[src/rtl/tryx_resp_tracker_pkg.sv]
// tryx_resp_tracker_pkg: AXI response codes and the error classifier shared by the tracker.
// TRYX_RESP_DECERR_EN makes DECERR count as an error alongside SLVERR.
package tryx_resp_tracker_pkg;
    localparam logic [1:0] RESP_OKAY   = 2'b00;
    localparam logic [1:0] RESP_EXOKAY = 2'b01;
    localparam logic [1:0] RESP_SLVERR = 2'b10;
    localparam logic [1:0] RESP_DECERR = 2'b11;

    function automatic logic is_err(input logic [1:0] resp);
`ifdef TRYX_RESP_DECERR_EN
        return resp == RESP_SLVERR || resp == RESP_DECERR;
`else
        return resp == RESP_SLVERR;
`endif
    endfunction
endpackage

[src/rtl/tryx_resp_tracker_flag_fifo.sv]
// tryx_resp_tracker_flag_fifo: 1-bit flag FIFO, shift-down storage so the head is always bit 0.
// A push is accepted while full if a pop frees a slot in the same cycle.
module tryx_resp_tracker_flag_fifo #(
    parameter int DEPTH = 2
) (
    input  logic clk_i,
    input  logic rst_ni,
    input  logic push_i,
    input  logic flag_i,
    input  logic pop_i,
    output logic head_o,
    output logic full_o,
    output logic empty_o
);
    localparam int CW = $clog2(DEPTH + 1);

    logic [DEPTH-1:0] mem, mem_nxt;
    logic [CW-1:0]    cnt, widx;
    logic             do_push, do_pop;

    always_comb begin
        do_pop  = pop_i && !empty_o;
        do_push = push_i && (!full_o || do_pop);
        widx    = cnt - CW'(do_pop);
        mem_nxt = do_pop ? mem >> 1 : mem;
        for (int i = 0; i < DEPTH; i++)
            if (do_push && widx == CW'(i)) mem_nxt[i] = flag_i;
    end

    always_ff @(posedge clk_i or negedge rst_ni) begin
        if (!rst_ni) begin
            mem <= '0;
            cnt <= '0;
        end else begin
            mem <= mem_nxt;
            cnt <= cnt + CW'(do_push) - CW'(do_pop);
        end
    end

    assign head_o  = mem[0];
    assign full_o  = cnt == CW'(DEPTH);
    assign empty_o = cnt == '0;
endmodule

[src/rtl/tryx_resp_tracker.sv]
// tryx_resp_tracker: passive AXI snooper pairing TRYX-tagged AW/AR bursts with their B / last-R
// completions and pulsing per-core xresp valid/slverr. Optional macro: TRYX_RESP_DECERR_EN.
module tryx_resp_tracker
    import tryx_resp_tracker_pkg::*;
#(
    parameter int NB_CORES        = 4,
    parameter int AXI_USER_WIDTH  = 6,
    parameter int AXI_ID_WIDTH    = 4,
    parameter int MAX_OUTSTANDING = 2
) (
    input  logic                      clk_i,
    input  logic                      rst_ni,
    input  logic                      aw_valid_i,
    input  logic                      aw_ready_i,
    input  logic [AXI_ID_WIDTH-1:0]   aw_id_i,
    input  logic [AXI_USER_WIDTH-1:0] aw_user_i,
    input  logic                      ar_valid_i,
    input  logic                      ar_ready_i,
    input  logic [AXI_ID_WIDTH-1:0]   ar_id_i,
    input  logic [AXI_USER_WIDTH-1:0] ar_user_i,
    input  logic                      b_valid_i,
    input  logic                      b_ready_i,
    input  logic [AXI_ID_WIDTH-1:0]   b_id_i,
    input  logic [1:0]                b_resp_i,
    input  logic                      r_valid_i,
    input  logic                      r_ready_i,
    input  logic [AXI_ID_WIDTH-1:0]   r_id_i,
    input  logic [1:0]                r_resp_i,
    input  logic                      r_last_i,
    output logic [NB_CORES-1:0]       axi_xresp_valid_o,
    output logic [NB_CORES-1:0]       axi_xresp_slverr_o,
    output logic [NB_CORES-1:0]       protocol_err_o
);
    localparam int CORE_IDX_W = $clog2(NB_CORES);
    // Core index lives in the low id bits; masking keeps the full id visible to lint.
    localparam logic [AXI_ID_WIDTH-1:0] IDX_MASK = AXI_ID_WIDTH'((1 << CORE_IDX_W) - 1);

    logic                b_err, r_err;
    logic [NB_CORES-1:0] aw_hit, ar_hit, b_hit, r_hit, rl_hit;
    logic [NB_CORES-1:0] w_head, w_full, w_empty, r_head, r_full, r_empty;
    logic [NB_CORES-1:0] w_tag, rd_tag, rd_acc, err_d, perr_d;

    assign b_err = is_err(b_resp_i);
    assign r_err = is_err(r_resp_i);

    for (genvar c = 0; c < NB_CORES; c++) begin : g_core
        assign aw_hit[c] = aw_valid_i && aw_ready_i && (aw_id_i & IDX_MASK) == AXI_ID_WIDTH'(c);
        assign ar_hit[c] = ar_valid_i && ar_ready_i && (ar_id_i & IDX_MASK) == AXI_ID_WIDTH'(c);
        assign b_hit[c]  = b_valid_i && b_ready_i && (b_id_i & IDX_MASK) == AXI_ID_WIDTH'(c);
        assign r_hit[c]  = r_valid_i && r_ready_i && (r_id_i & IDX_MASK) == AXI_ID_WIDTH'(c);
        assign rl_hit[c] = r_hit[c] && r_last_i;

        tryx_resp_tracker_flag_fifo #(.DEPTH(MAX_OUTSTANDING)) u_wr_fifo (
            .clk_i(clk_i), .rst_ni(rst_ni),
            .push_i(aw_hit[c]), .flag_i(aw_user_i != '0), .pop_i(b_hit[c]),
            .head_o(w_head[c]), .full_o(w_full[c]), .empty_o(w_empty[c])
        );
        tryx_resp_tracker_flag_fifo #(.DEPTH(MAX_OUTSTANDING)) u_rd_fifo (
            .clk_i(clk_i), .rst_ni(rst_ni),
            .push_i(ar_hit[c]), .flag_i(ar_user_i != '0), .pop_i(rl_hit[c]),
            .head_o(r_head[c]), .full_o(r_full[c]), .empty_o(r_empty[c])
        );

        assign w_tag[c]  = b_hit[c] && !w_empty[c] && w_head[c];
        assign rd_tag[c] = rl_hit[c] && !r_empty[c] && r_head[c];
        assign err_d[c]  = (w_tag[c] && b_err) || (rd_tag[c] && (rd_acc[c] || r_err));
        assign perr_d[c] = (aw_hit[c] && w_full[c] && !(b_hit[c] && !w_empty[c]))
                         || (ar_hit[c] && r_full[c] && !(rl_hit[c] && !r_empty[c]))
                         || (b_hit[c] && w_empty[c]) || (rl_hit[c] && r_empty[c]);
    end

    always_ff @(posedge clk_i or negedge rst_ni) begin
        if (!rst_ni) begin
            axi_xresp_valid_o  <= '0;
            axi_xresp_slverr_o <= '0;
            protocol_err_o     <= '0;
            rd_acc             <= '0;
        end else begin
            axi_xresp_valid_o  <= w_tag | rd_tag;
            axi_xresp_slverr_o <= err_d;
            protocol_err_o     <= protocol_err_o | perr_d;
            rd_acc             <= r_last_i ? rd_acc & ~r_hit : rd_acc | (r_hit & {NB_CORES{r_err}});
        end
    end
endmodule

[config.mk]
export PLATFORM = sky130hd
export DESIGN_NAME = tryx_resp_tracker
export DESIGN_NICKNAME = d
export VERILOG_FILES = /design/src/rtl/tryx_resp_tracker_pkg.sv /design/src/rtl/tryx_resp_tracker_flag_fifo.sv /design/src/rtl/tryx_resp_tracker.sv
export SDC_FILE = /design/constraint.sdc
export NUM_CORES = 1
export LEC_CHECK = 0
export CAP_MARGIN = 20
export CORE_MARGIN = 2
export CORE_UTILIZATION = 40
export CTS_CLUSTER_SIZE = 16
export DETAILED_ROUTE_END_ITERATION = 8
export GPL_ROUTABILITY_DRIVEN = 0
export GPL_TIMING_DRIVEN = 0
export HOLD_SLACK_MARGIN = 0.08
export PLACE_DENSITY = 0.75
export SETUP_SLACK_MARGIN = 0.3
export SLEW_MARGIN = 15
export SYNTH_ARGS = -nofsm -noshare
export SYNTH_HDL_FRONTEND = slang
export SYNTH_SLANG_ARGS = --single-unit
[constraint.sdc]
create_clock -name clk_i -period 4.5 [get_ports clk_i]
set_input_delay 0.45 -clock clk_i [delete_from_list [all_inputs] [get_ports clk_i]]
set_output_delay 0.45 -clock clk_i [all_outputs]
set_load 0.01 [all_outputs]
# After elaboration in Yosys (flattened, before gate mapping)
# Index checks and enable logic that the tools add are counted.
[op_classes] add_sub_neg=24 eq_ne=30 mux=25 n_bitwise=6 reduce_logical=186
[op_table] cell="$logic_and A1 B1 Y1" count=96
[op_table] cell="$eq A2 B2 Y1 const B" count=18
[op_table] cell="$logic_not A2 Y1" count=16
[op_table] cell="$reduce_bool A2 Y1" count=16
[op_table] cell="$sub A2 B1 Y2" count=16
[op_table] cell="$logic_or A1 B1 Y1" count=28
[op_table] cell="$eq A2 B1 Y1 const B" count=12
[op_table] cell="$logic_not A1 Y1" count=24
[op_table] cell="$add A2 B1 Y2" count=8
[op_table] cell="$logic_not A4 Y1" count=4
[op_table] cell="$mux W1" count=16
[op_table] cell="$mux W2" count=8
[op_table] cell="$or A4 B4 Y4" count=3
[op_table] cell="$reduce_bool A6 Y1" count=2
[op_table] cell="$and A4 B4 Y4" count=2
[op_table] cell="$mux W4" count=1
[op_table] cell="$not A4 Y4" count=1
[word_totals] reg_bits=48 out_inout_bits=12

# Logic depth before layout (Yosys ltp)
# Gate-level depths: netlist of the first run.
[depth] depth_word=10 mapped_depth=8 mapped_depth_nobuf=7

# Cells and area by module
# A second synthesis of the first run with hierarchy kept.
[hier_totals] hier_cells=331 area_unflattened_um2=3215.6
[by_module_without_submodules] module="tryx_resp_tracker_flag_fifo" instances=8 cells_each=29 area_per_inst_um2=282.8 seq_area_each_um2=100.1
[by_module_without_submodules] module="tryx_resp_tracker" instances=1 cells_each=99 area_per_inst_um2=953.4 seq_area_each_um2=400.4

# Worst setup path after synthesis of the first run
# OpenSTA, ideal clock, no wires.
[synth_timing] kind="input port to flip-flop" start="input b_id_i[1]" end="register g_core[1].u_wr_fifo.mem[0]" setup_ns=0.141 t_arrival_ns=1.793 t_required_ns=4.359 setup_slack_ns=2.566 cell_stages=6 n_path_buf=0 cell_sequence="nand4b_1 > nor2_1 > ha_1 > xnor2_1 > or4b_1 > mux2i_1"
[synth_between] elab_chain_cells=7 word_cells_on_any_way=10 cone_classes="add/sub: 1; eq/ne: 1; mux: 1; reduce/logical: 7"
[synth_rtl] element="start, declared" line_no="tryx_resp_tracker.sv:23" source="input logic [AXI_ID_WIDTH-1:0] b_id_i,"
[synth_rtl] element="$eq A2 B1 Y1 (*)" line_no="tryx_resp_tracker.sv:49" source="assign b_hit[c] = b_valid_i && b_ready_i && (b_id_i & IDX_MASK) == AXI_ID_WIDTH'(c);"
[synth_rtl] element="$logic_and A1 B1 Y1 (*)" line_no="tryx_resp_tracker.sv:49"
[synth_rtl] element="$logic_and A1 B1 Y1 (*)" line_no="tryx_resp_tracker_flag_fifo.sv:22" source="do_pop = pop_i && !empty_o;"
[synth_rtl] element="$sub A2 B1 Y2 or $logic_or A1 B1 Y1 (tied branches)" line_no="tryx_resp_tracker_flag_fifo.sv:24, tryx_resp_tracker_flag_fifo.sv:23"
[synth_rtl] element="$logic_not A2 Y1 or $logic_and A1 B1 Y1 (tied branches)" line_no="tryx_resp_tracker_flag_fifo.sv:27, tryx_resp_tracker_flag_fifo.sv:23"
[synth_rtl] element="$logic_and A1 B1 Y1" line_no="tryx_resp_tracker_flag_fifo.sv:27" source="if (do_push && widx == CW'(i)) mem_nxt[i] = flag_i;"
[synth_rtl] element="$mux W1 or $reduce_bool A2 Y1 (tied branches)"
[synth_rtl] element="end signal, assigned" line_no="tryx_resp_tracker_flag_fifo.sv:35" source="mem <= mem_nxt;"
[synth_rtl] element="end, declared" line_no="tryx_resp_tracker_flag_fifo.sv:17" source="logic [DEPTH-1:0] mem, mem_nxt;"
# Every way passes the cells marked *; elsewhere a longest branch is shown, timed or not.
# A chain may end at the register's enable or synchronous reset.

# Worst setup path after layout of the first run
# Same ends and word-level chain as after synthesis.

==> results_dict.tcl, run 1 <==
set metrics [dict create \
    synthAdderAreaFrac_pct 6.65 \
    finalSetupViolCount 0 \
    synth_xor_area_share_pct 3.41 \
    fin_nets 397 \
    htreeDepth 2 \
    synth_area_leaders "dfrtp_1 (43%), mux2i_1 (7.4%), ha_1 (6.6%), o21ai_0 (3.7%), nor2_1 (3.6%)" \
    grt_pass1_vias 2234 \
    fmax_mhz 415 \
    fin_crit_ns 2.41 \
    wire_per_inst_um 13.8 \
    vias 2294 \
    r2r-start "g_core[1].u_wr_fifo.cnt[1]$_DFF_PN0_" \
    critPathMaxFanout 6 \
    track_usage_pct 17.2 \
    fin_setup_tns_ns 0 \
    yosys_warnings 0 \
    yosys.area.top_type "dfrtp_1" \
    post-dp-hpwl_um 4640 \
    die-width_um 88.0 \
    cts_setup_buffers 0 \
    yosysMostFrequentCell "dfrtp_1" \
    p_int_mw 1.01 \
    netSwitchingFraction_pct 35.7 \
    min_path_type "flip-flop to flip-flop" \
    worstSetupStartpointType "primary input" \
    core_area_um2 6830 \
    seq_area_frac_synth_pct 42.5 \
    synth-compound-area-share_pct 13.6 \
    p_sw_mw 0.563 \
    die_area_um2 7750 \
    finalPower_mw 1.58 \
    comb_power_share_pct 34.5 \
    syn_area_um2 2820 \
    drt_iter0_markers 170 \
    critPathBufInv 1 \
    cts_sinks 48 \
    criticalPathCategory "primary input to flip-flop" \
    grt_max_degree 35 \
    grt_setup_unrepaired "no" \
    async_flop_share_pct 100 \
    critPathSlowestCell "or4b_1" \
    status "completed" \
    p_clk_share_pct 19.7 \
    place_area_um2 3420 \
    required_ns 4.67 \
    netlist_instances 284 \
    drc_errors 0 \
    path_clk_slew_ns 0.09 \
    leakagePower_nw 1.53 \
    overflow 0 \
    ir_drop_v 0.000146 \
    wl_um 6030 \
    syn_avg_cell_area_um2 9.94 \
    hold_viol 0 \
    crit_family "simple AND/OR/NAND/NOR gates" \
    synth_top_area_share_pct 42.5 \
    crit_path_start "b_id_i[1]" \
    worstHoldStart "protocol_err_o[0]$_DFF_PN0_" \
    synth_top_family_by_area "simple AND/OR/NAND/NOR gates" \
    antenna_cells 0 \
    p_seq_share_pct 45.9 \
    cpPeakStageDelay_ns 0.50 \
    cp-end-kind "flip-flop" \
    holdWs_ns 0.496 \
    synth.area.mux_share_pct 7.84 \
    io_pins 55 \
    arrival_ns 2.57 \
    drv_cap 0 \
    synth-edff-count 0 \
    pre_cts_ws_ns 1.81 \
    synthDistinctLibCells 53 \
    maxSlewHeadroom_pct 61.4 \
    port_buffers 46 \
    path_cells "clkdlybuf4s50_1 > nand4b_1 > nor2_1 > ha_1 > xnor2_1 > or4b_1 > mux2i_1" \
    clk_latency_ns 0.30 \
    detail-route-antenna-nets 0 \
    clockBufferDepth 2 \
    setup_slack_ns 2.09 \
    die_h_um 88.0 \
    fin_util_pct 51.8 \
    power.density_nw_per_um2 445 \
    start_util_pct 41.3 \
    place_inst 427 \
    cts_tree "done" \
    num_rows 30 \
    drt_pass1_iterations 4 \
    ys.flop_type "dfrtp_1" \
    synth_seq_cells 48 \
    drive_above_1_share_pct 8.24 \
    root_buffer "clkbuf_8" \
    slew_violations 0 \
    design_area_um2 3540 \
    stdcell_count 436 \
    viasPerCell 5.26 \
    worst_pin_slew_ns 0.576 \
    cts-buffers-inserted 5 \
    synthTopCellsByCount "dfrtp_1 (48), nor2_1 (27), nand2_1 (22)" \
    synth_nets 342 \
    areaGrowthSynthToFinish_pct 25.4 \
    antenna_found_initial 0 \
    period_share_pct 53.5 \
    yosys.area_share.simple_pct 22.1 \
    grt_first_pass_wirelength_um 10400 \
    skew_ns 0.00488 \
]
-- per-layer routing --
metal | GRT usage, % | vias up | wire (um)
met4 | 4.96 | 0 | 92
met1 | 23.4 | 1072 | 2830
met5 | 0 | - | 0
li1 | - | 1147 | -
met2 | 28.1 | 67 | 2730
met3 | 3.58 | 8 | 373
-- path summary, 6_finish.rpt --
kind	end	slack, ns	cells after the start
max	g_core[1].u_wr_fifo.mem[0]$_DFFE_PN0P_	2.09	7
min	protocol_err_o[0]$_DFF_PN0_	0.50	2
max reg2reg	g_core[1].u_wr_fifo.mem[0]$_DFFE_PN0P_	2.47	6
min reg2reg	protocol_err_o[0]$_DFF_PN0_	0.50	2
max in group asynchronous	g_core[2].u_wr_fifo.cnt[0]$_DFF_PN0_	3.40	3
min in group asynchronous	g_core[0].u_rd_fifo.mem[0]$_DFFE_PN0P_	0.59	2
-- flip-flops by register name (all words and copies together) (netlist names) --
name and count:
axi_xresp_slverr_o 4, axi_xresp_valid_o 4, g_core.u_rd_fifo.cnt 8, g_core.u_rd_fifo.mem 8
g_core.u_wr_fifo.cnt 8, g_core.u_wr_fifo.mem 8, protocol_err_o 4, rd_acc 4
-- placed cells by master (no fill, tap or decap), drive strengths merged, types with 4 or more instances in the layout --
cell type / instances
a21oi: 4
nand4b: 8
clkbuf: 7
mux2i: 21
clkdlybuf4s50: 45
a31oi: 5
o41a: 4
a211oi: 5
nor2: 27
nand2b: 5
ha: 15
inv: 20
nand4: 4
xnor2: 11
nor3: 9
dfrtp: 48
nand3: 7
buf: 6
o21ai: 21
or2: 5
nand2: 22
o22ai: 7
-- logic make-up (layout without fill, tap and decap cells) --
family,after synthesis,in the layout
buffers and inverters,26,82
AND/OR/NAND/NOR,106,106
multiplexers,22,22
adder cells (fa/ha/maj),15,15
XOR/XNOR,11,11
AO/OA/AOI/OAI,56,56
flip-flops,48,48
-- cell type report --
type,instances,area [um^2]
buffer,6,33.8
clock buffer,5,68.8
clock inverter,3,42.5
fill,631,3290
tap,96,120
sequential,48,1200
multi-input combinational,210,1510
inverter,20,75.1
timing repair buffer,48,485
-- timing repair --
action / CTS / global route
endpoints found under the hold margin: 14 / 0
hold buffers: 1 / 0
gates resized for setup: 0 / 0
-- power groups by stage --
stage / logic [mW] / registers (mW) / clock network (mW)
after global placement: 0.512 / 0.722 / 0
after floorplan: 0.371 / 0.704 / 0
after detailed placement: 0.543 / 0.728 / 0
after global routing: 0.626 / 0.745 / 0.344
final: 0.543 / 0.723 / 0.310
after CTS: 0.548 / 0.719 / 0.321
-- worst register-to-register path, cell delays in order (launching register included) --
cell and delay, ns:
dfrtp_1 0.41, nor2_1 0.20, nor2_1 0.14, ha_1 0.23, xnor2_1 0.27, or4b_1 0.50
mux2i_1 0.14
No activity file was read; power rests on OpenSTA's default activity.
==> inputs of run 2 (changes only) <==
==> constraint.sdc (replaced) <==
create_clock -name clk_i -period 2.4 [get_ports clk_i]
set_input_delay 0.24 -clock clk_i [delete_from_list [all_inputs] [get_ports clk_i]]
set_output_delay 0.24 -clock clk_i [all_outputs]
set_load 0.01 [all_outputs]
==> run 2 against run 1 <==
Register-to-register slack got worse by 2.1 ns. Count of clock-buffer cells in the layout did not move. Sequential share of layout area fell by 0.36 points. Design area rose by 1.1%. Cell count rose by 0.46%. Largest power group unchanged.
==> results_dict.tcl, run 2 (synthesis results as in run 1) <==
set metrics [dict create \
    required_ns 2.57 \
    reg2regPathDepth 7 \
    r2r-start "g_core[1].u_wr_fifo.cnt[1]$_DFF_PN0_" \
    drc_errors 0 \
    die_area_um2 7750 \
    crit_path_end "g_core[1].u_wr_fifo.mem[0]$_DFFE_PN0P_" \
    detail-route-antenna-nets 0 \
    fin_util_pct 52.4 \
    port_buffers 46 \
    drt_pass1_iterations 4 \
    grt_pass1_vias 2237 \
    period_share_pct 85.8 \
    drt_iter0_markers 183 \
    stdcell_count 438 \
    finalSetupViolCount 0 \
    worstSetupStartpointType "primary input" \
    viasPerCell 5.31 \
    arrival_ns 2.23 \
    track_usage_pct 17.2 \
    p_sw_mw 1.08 \
    p_int_mw 1.91 \
    pre_cts_ws_ns -0.0804 \
    ir_drop_v 0.000274 \
    critPathMaxFanout 6 \
    finalPower_mw 2.98 \
    grt_setup_unrepaired "yes" \
    layout_commonest_cell "dfrtp_1" \
    place_area_um2 3420 \
    slew_violations 0 \
    areaGrowthSynthToFinish_pct 26.7 \
    antenna_cells 0 \
    core_area_um2 6830 \
    cts-buffers-inserted 5 \
    place_inst 427 \
    post-dp-hpwl_um 4640 \
    cp-end-kind "flip-flop" \
    cts_tree "done" \
    status "completed" \
    comb_power_share_pct 34.8 \
    maxSlewHeadroom_pct 61.4 \
    wire_per_inst_um 13.9 \
    setup_slack_ns 0.340 \
    grt_max_degree 35 \
    clockBufferDepth 2 \
    clk_latency_ns 0.30 \
    num_rows 30 \
    multi_input_area_um2 1540 \
    drive_above_1_share_pct 10.2 \
    drv_cap 0 \
    register_area_um2 1200 \
    worst_pin_slew_ns 0.576 \
    nFillCells 631 \
    fin_setup_tns_ns 0 \
    leakagePower_nw 1.55 \
    io_pins 55 \
    htreeDepth 2 \
    hold_viol 0 \
    antenna_found_initial 0 \
    vias 2325 \
    design_area_um2 3580 \
    final_cell_mix "dfrtp_1 (48), clkdlybuf4s50_1 (45), nor2_1 (23)" \
    criticalPathCategory "primary input to flip-flop" \
    netSwitchingFraction_pct 36.1 \
    min_path_type "primary input to asynchronous set/reset pin" \
    fin_crit_ns 2.06 \
    fin_nets 399 \
    cts_sinks 48 \
    die-width_um 88.0 \
    root_buffer "clkbuf_8" \
    overflow 0 \
    path_clk_slew_ns 0.09 \
    power.density_nw_per_um2 833 \
    crit_path_start "b_id_i[1]" \
    wl_um 6070 \
    die_h_um 88.0 \
    skew_ns 0.00510 \
    worst-r2r-setup-slack_ns 0.41 \
    fmax_mhz 486 \
    p_seq_share_pct 45.6 \
    rr_endpoint "g_core[1].u_wr_fifo.mem[0]$_DFFE_PN0P_" \
    grt_first_pass_wirelength_um 10400 \
    holdWs_ns 0.386 \
    p_clk_share_pct 19.6 \
    start_util_pct 41.3 \
]
run 2: final cells by class:
cell class / instances / area share (%)
buffer: 6 / 0.944
clock buffer: 5 / 1.92
clock inverter: 3 / 1.19
inverter: 20 / 2.10
multi-input combinational: 210 / 42.9
sequential: 48 / 33.6
tap: 96 / 3.36
timing repair buffer: 50 / 14.0
run 2: power groups by stage:
| stage | Combinational, mW | Clock, mW | Sequential, mW |
|---|---|---|---|
| final | 1.04 | 0.583 | 1.36 |
| after global routing | 1.19 | 0.645 | 1.40 |
| after CTS | 1.03 | 0.601 | 1.35 |
| after detailed placement | 1.02 | 0 | 1.36 |
| after global placement | 0.961 | 0 | 1.35 |
| after floorplan | 0.696 | 0 | 1.32 |
run 2: worst min-delay path by stage:
stage | from | endpoint
6_report | rst_ni | g_core[0].u_wr_fifo.cnt[1]$_DFF_PN0_
5_1_grt | rst_ni | g_core[1].u_wr_fifo.cnt[1]$_DFF_PN0_
4_1_cts | rst_ni | g_core[1].u_wr_fifo.cnt[1]$_DFF_PN0_
3_5_place_dp | rst_ni | g_core[1].u_wr_fifo.cnt[1]$_DFF_PN0_
3_3_place_gp | rd_acc[0]$_DFF_PN0_ | rd_acc[0]$_DFF_PN0_
2_1_floorplan | rst_ni | axi_xresp_slverr_o[0]$_DFF_PN0_
run 2: critical path, stage by stage:
cell,delay (ns)
clkdlybuf4s50_1,0.55
nand4b_1,0.23
nor2_4,0.06
buf_4,0.13
ha_1,0.28
inv_1,0.04
or4b_1,0.55
mux2i_1,0.14
run 2: metal layers:
metal / routed length, um / share of wire, % / global-route usage [%]
met1: 2780 / 46 / 23.3
met2: 2780 / 46 / 28.1
met3: 426 / 7.0 / 3.58
met4: 89 / 1.5 / 4.96
met5: 0 / 0 / 0
run 2: repair_timing:
item | CTS | global route
hold buffers | 1 | 0
pin swaps | 0 | 1
hold endpoints to repair | 14 | 0
setup buffers | 0 | 2
gates resized for setup | 2 | 5
setup endpoints to repair | 2 | 6
==> inputs of run 3 (changes only) <==
--- a/config.mk
+++ b/config.mk
@@ -5,7 +5,6 @@
 export SDC_FILE = /design/constraint.sdc
 export NUM_CORES = 1
 export LEC_CHECK = 0
-export CAP_MARGIN = 20
 export CORE_MARGIN = 2
 export CORE_UTILIZATION = 40
 export CTS_CLUSTER_SIZE = 16
@@ -13,9 +12,10 @@
 export GPL_ROUTABILITY_DRIVEN = 0
 export GPL_TIMING_DRIVEN = 0
 export HOLD_SLACK_MARGIN = 0.08
-export PLACE_DENSITY = 0.75
+export PLACE_DENSITY = 0.74
 export SETUP_SLACK_MARGIN = 0.3
 export SLEW_MARGIN = 15
 export SYNTH_ARGS = -nofsm -noshare
 export SYNTH_HDL_FRONTEND = slang
+export SYNTH_HIERARCHICAL = 1
 export SYNTH_SLANG_ARGS = --single-unit
==> run 3 against run 2 <==
Design area is 11% higher. Cell count is 12% higher. Hold slack better by 0.019 ns. Count of clock-buffer cells in the layout stayed put. Wire length is 7.0% higher. Clock skew is 0.0010 ns higher. Global-route usage is 1.3 points lower. Clock power is 0.7% higher. Largest power group unchanged.
==> results_dict.tcl, run 3 <==
set metrics [dict create \
    status "completed" \
    fmax_mhz 514 \
    areaGrowthSynthToFinish_pct 23.1 \
    wire_per_inst_um 13.3 \
    vias 2554 \
    async_flop_share_pct 100 \
    period_share_pct 81.0 \
    synth_nets 390 \
    path_clk_slew_ns 0.09 \
    track_usage_pct 15.9 \
    hold_viol 0 \
    io_pins 55 \
    seq_area_frac_synth_pct 37.4 \
    clk_latency_ns 0.31 \
    layout_commonest_cell "dfrtp_1" \
    yosysMostFrequentCell "dfrtp_1" \
    htreeDepth 2 \
    synthDistinctLibCells 35 \
    final_cell_mix "dfrtp_1 (48), clkdlybuf4s50_1 (44), nor2_1 (36)" \
    drv_cap 0 \
    ir_drop_v 0.000323 \
    syn_avg_cell_area_um2 9.71 \
    detail-route-antenna-nets 0 \
    critPathMaxFanout 9 \
    skew_ns 0.00615 \
    drc_errors 0 \
    criticalPathCategory "primary input to flip-flop" \
    drt_pass1_iterations 4 \
    finalSetupViolCount 0 \
    start_util_pct 41.4 \
    cts_setup_buffers 0 \
    num_rows 32 \
    place_inst 480 \
    r2r-start "g_core[0].u_wr_fifo/cnt[1]$_DFF_PN0_" \
    netlist_instances 331 \
    core_area_um2 7770 \
    root_buffer "clkbuf_8" \
    fin_setup_tns_ns 0 \
    yosys_warnings 6 \
    synth_top_area_share_pct 37.4 \
    grt_first_pass_wirelength_um 11200 \
    grt_setup_unrepaired "yes" \
    fin_util_pct 51.0 \
    viasPerCell 5.22 \
    drt_iter0_markers 90 \
    grt_max_degree 32 \
    cts-buffers-inserted 5 \
    yosys.area.top_type "dfrtp_1" \
    min_path_type "primary input to asynchronous set/reset pin" \
    power.density_nw_per_um2 835 \
    reg2regPathDepth 7 \
    synth_seq_cells 48 \
    ys.flop_type "dfrtp_1" \
    maxSlewHeadroom_pct 69.1 \
    fin_nets 445 \
    synthTopCellsByCount "dfrtp_1 (48), nor2_1 (38), inv_1 (24), mux2i_1 (24), xnor2_1 (24)" \
    syn_area_um2 3220 \
    worst-r2r-setup-slack_ns 0.76 \
    fin_crit_ns 1.94 \
    worstSetupStartpointType "primary input" \
    grt_pass1_vias 2473 \
    required_ns 2.59 \
    cts_tree "done" \
    antenna_found_initial 0 \
    slew_violations 0 \
    leakagePower_nw 1.99 \
    overflow 0 \
    synth_area_leaders "dfrtp_1 (37%), mux2i_1 (7.5%), xnor2_1 (6.5%), ha_1 (6.2%), nor2_1 (4.4%)" \
    arrival_ns 2.14 \
    cp-end-kind "flip-flop" \
    rr_endpoint "g_core[0].u_wr_fifo/mem[1]$_DFFE_PN0P_" \
    antenna_cells 0 \
    drive_above_1_share_pct 11.6 \
    worst_pin_slew_ns 0.463 \
    post-dp-hpwl_um 5060 \
    die-width_um 93.7 \
    stdcell_count 489 \
    wl_um 6490 \
    cts_sinks 48 \
    die_area_um2 8770 \
    port_buffers 46 \
    die_h_um 93.7 \
    clockBufferDepth 2 \
    synth-edff-count 0 \
]
[run 3: cell types whose count changed in the layout (fill, tap and decap cells not counted), sizes merged, moves of 6 or more]
cell    before  now
a21oi        4   16
nand2       22   15
nand3        7   13
nand3b       2    8
nor2        27   38
nor2b        2   17
nor3         9    1
o211a        0    8
o211ai       0   11
xnor2       11   24
[run 3: kinds of logic after synthesis]
group / share of synthesized area (%)
compound gates: 14.9
simple gates: 21.7
mux: 7.47
fa+ha+maj: 6.23
flops: 37.4
buf+inv: 5.84
xor+xnor: 6.54
[run 3: how the worst max path moves through the flow]
stage	from	end	cells past startpoint
6_report	r_id_i[0]	g_core[3].u_rd_fifo/mem[1]$_DFFE_PN0P_	9
3_5_place_dp	r_ready_i	g_core[0].u_rd_fifo/mem[0]$_DFFE_PN0P_	9
5_1_grt	r_ready_i	g_core[3].u_rd_fifo/mem[1]$_DFFE_PN0P_	9
2_1_floorplan	r_valid_i	g_core[0].u_rd_fifo/mem[0]$_DFFE_PN0P_	8
3_3_place_gp	rst_ni	g_core[3].u_rd_fifo/mem[0]$_DFFE_PN0P_	1
4_1_cts	r_id_i[0]	g_core[2].u_rd_fifo/mem[1]$_DFFE_PN0P_	9
[run 3: where the power goes]
group	internal (mW)	total, mW	switching (mW)
sequential	1.12	1.39	0.267
clock	0.308	0.587	0.279
combinational	0.684	1.33	0.648
[run 3: cell type report]
class	count	area (um^2)
well taps	102	128
fillers	708	3810
repair buffers	48	488
inverters	24	90.1
clock inverters	3	42.5
plain buffers	9	97.6
flip-flops and latches	48	1200
multi-input cells	250	1840
clock buffers	5	68.8
[run 3: routing by layer]
metal / GRT usage (%) / up-vias / share of wire, %
li1: - / 1282 / -
met1: 21.2 / 1204 / 47
met2: 26.6 / 61 / 46
met3: 2.73 / 7 / 5.9
met4: 4.71 / 0 / 1.3
met5: 0 / - / 0
[run 3: timing repair]
| action | 4_1_cts | 5_1_grt |
|---|---|---|
| setup endpoints to repair | 1 | 8 |
| hold endpoints to repair | 17 | 0 |
| hold buffers | 1 | 0 |
| gates resized for setup | 1 | 4 |
[run 3: stage by stage]
| stage | setup slack, ns | power (mW) | hold slack [ns] | cell area, um^2 |
|---|---|---|---|---|
| 2_1_floorplan | 0.805 | 2.38 | -0.0556 | 3220 |
| 3_3_place_gp | -0.365 | 2.67 | 0.455 | 3800 |
| 3_5_place_dp | -0.0257 | 2.74 | 0.212 | 3820 |
| 4_1_cts | 0.443 | 3.33 | 0.409 | 3950 |
| 5_1_grt | 0.283 | 3.56 | 0.449 | 3960 |
| 6_report | 0.456 | 3.31 | 0.404 | 3960 |
[run 3: critical path: stages]
cell             delay, ns
clkdlybuf4s50_1       0.69
nand2_1               0.14
nor2_1                0.27
o21ai_2               0.14
inv_1                 0.08
ha_1                  0.24
nor2b_1               0.11
o21ai_1               0.09
mux2i_1               0.13
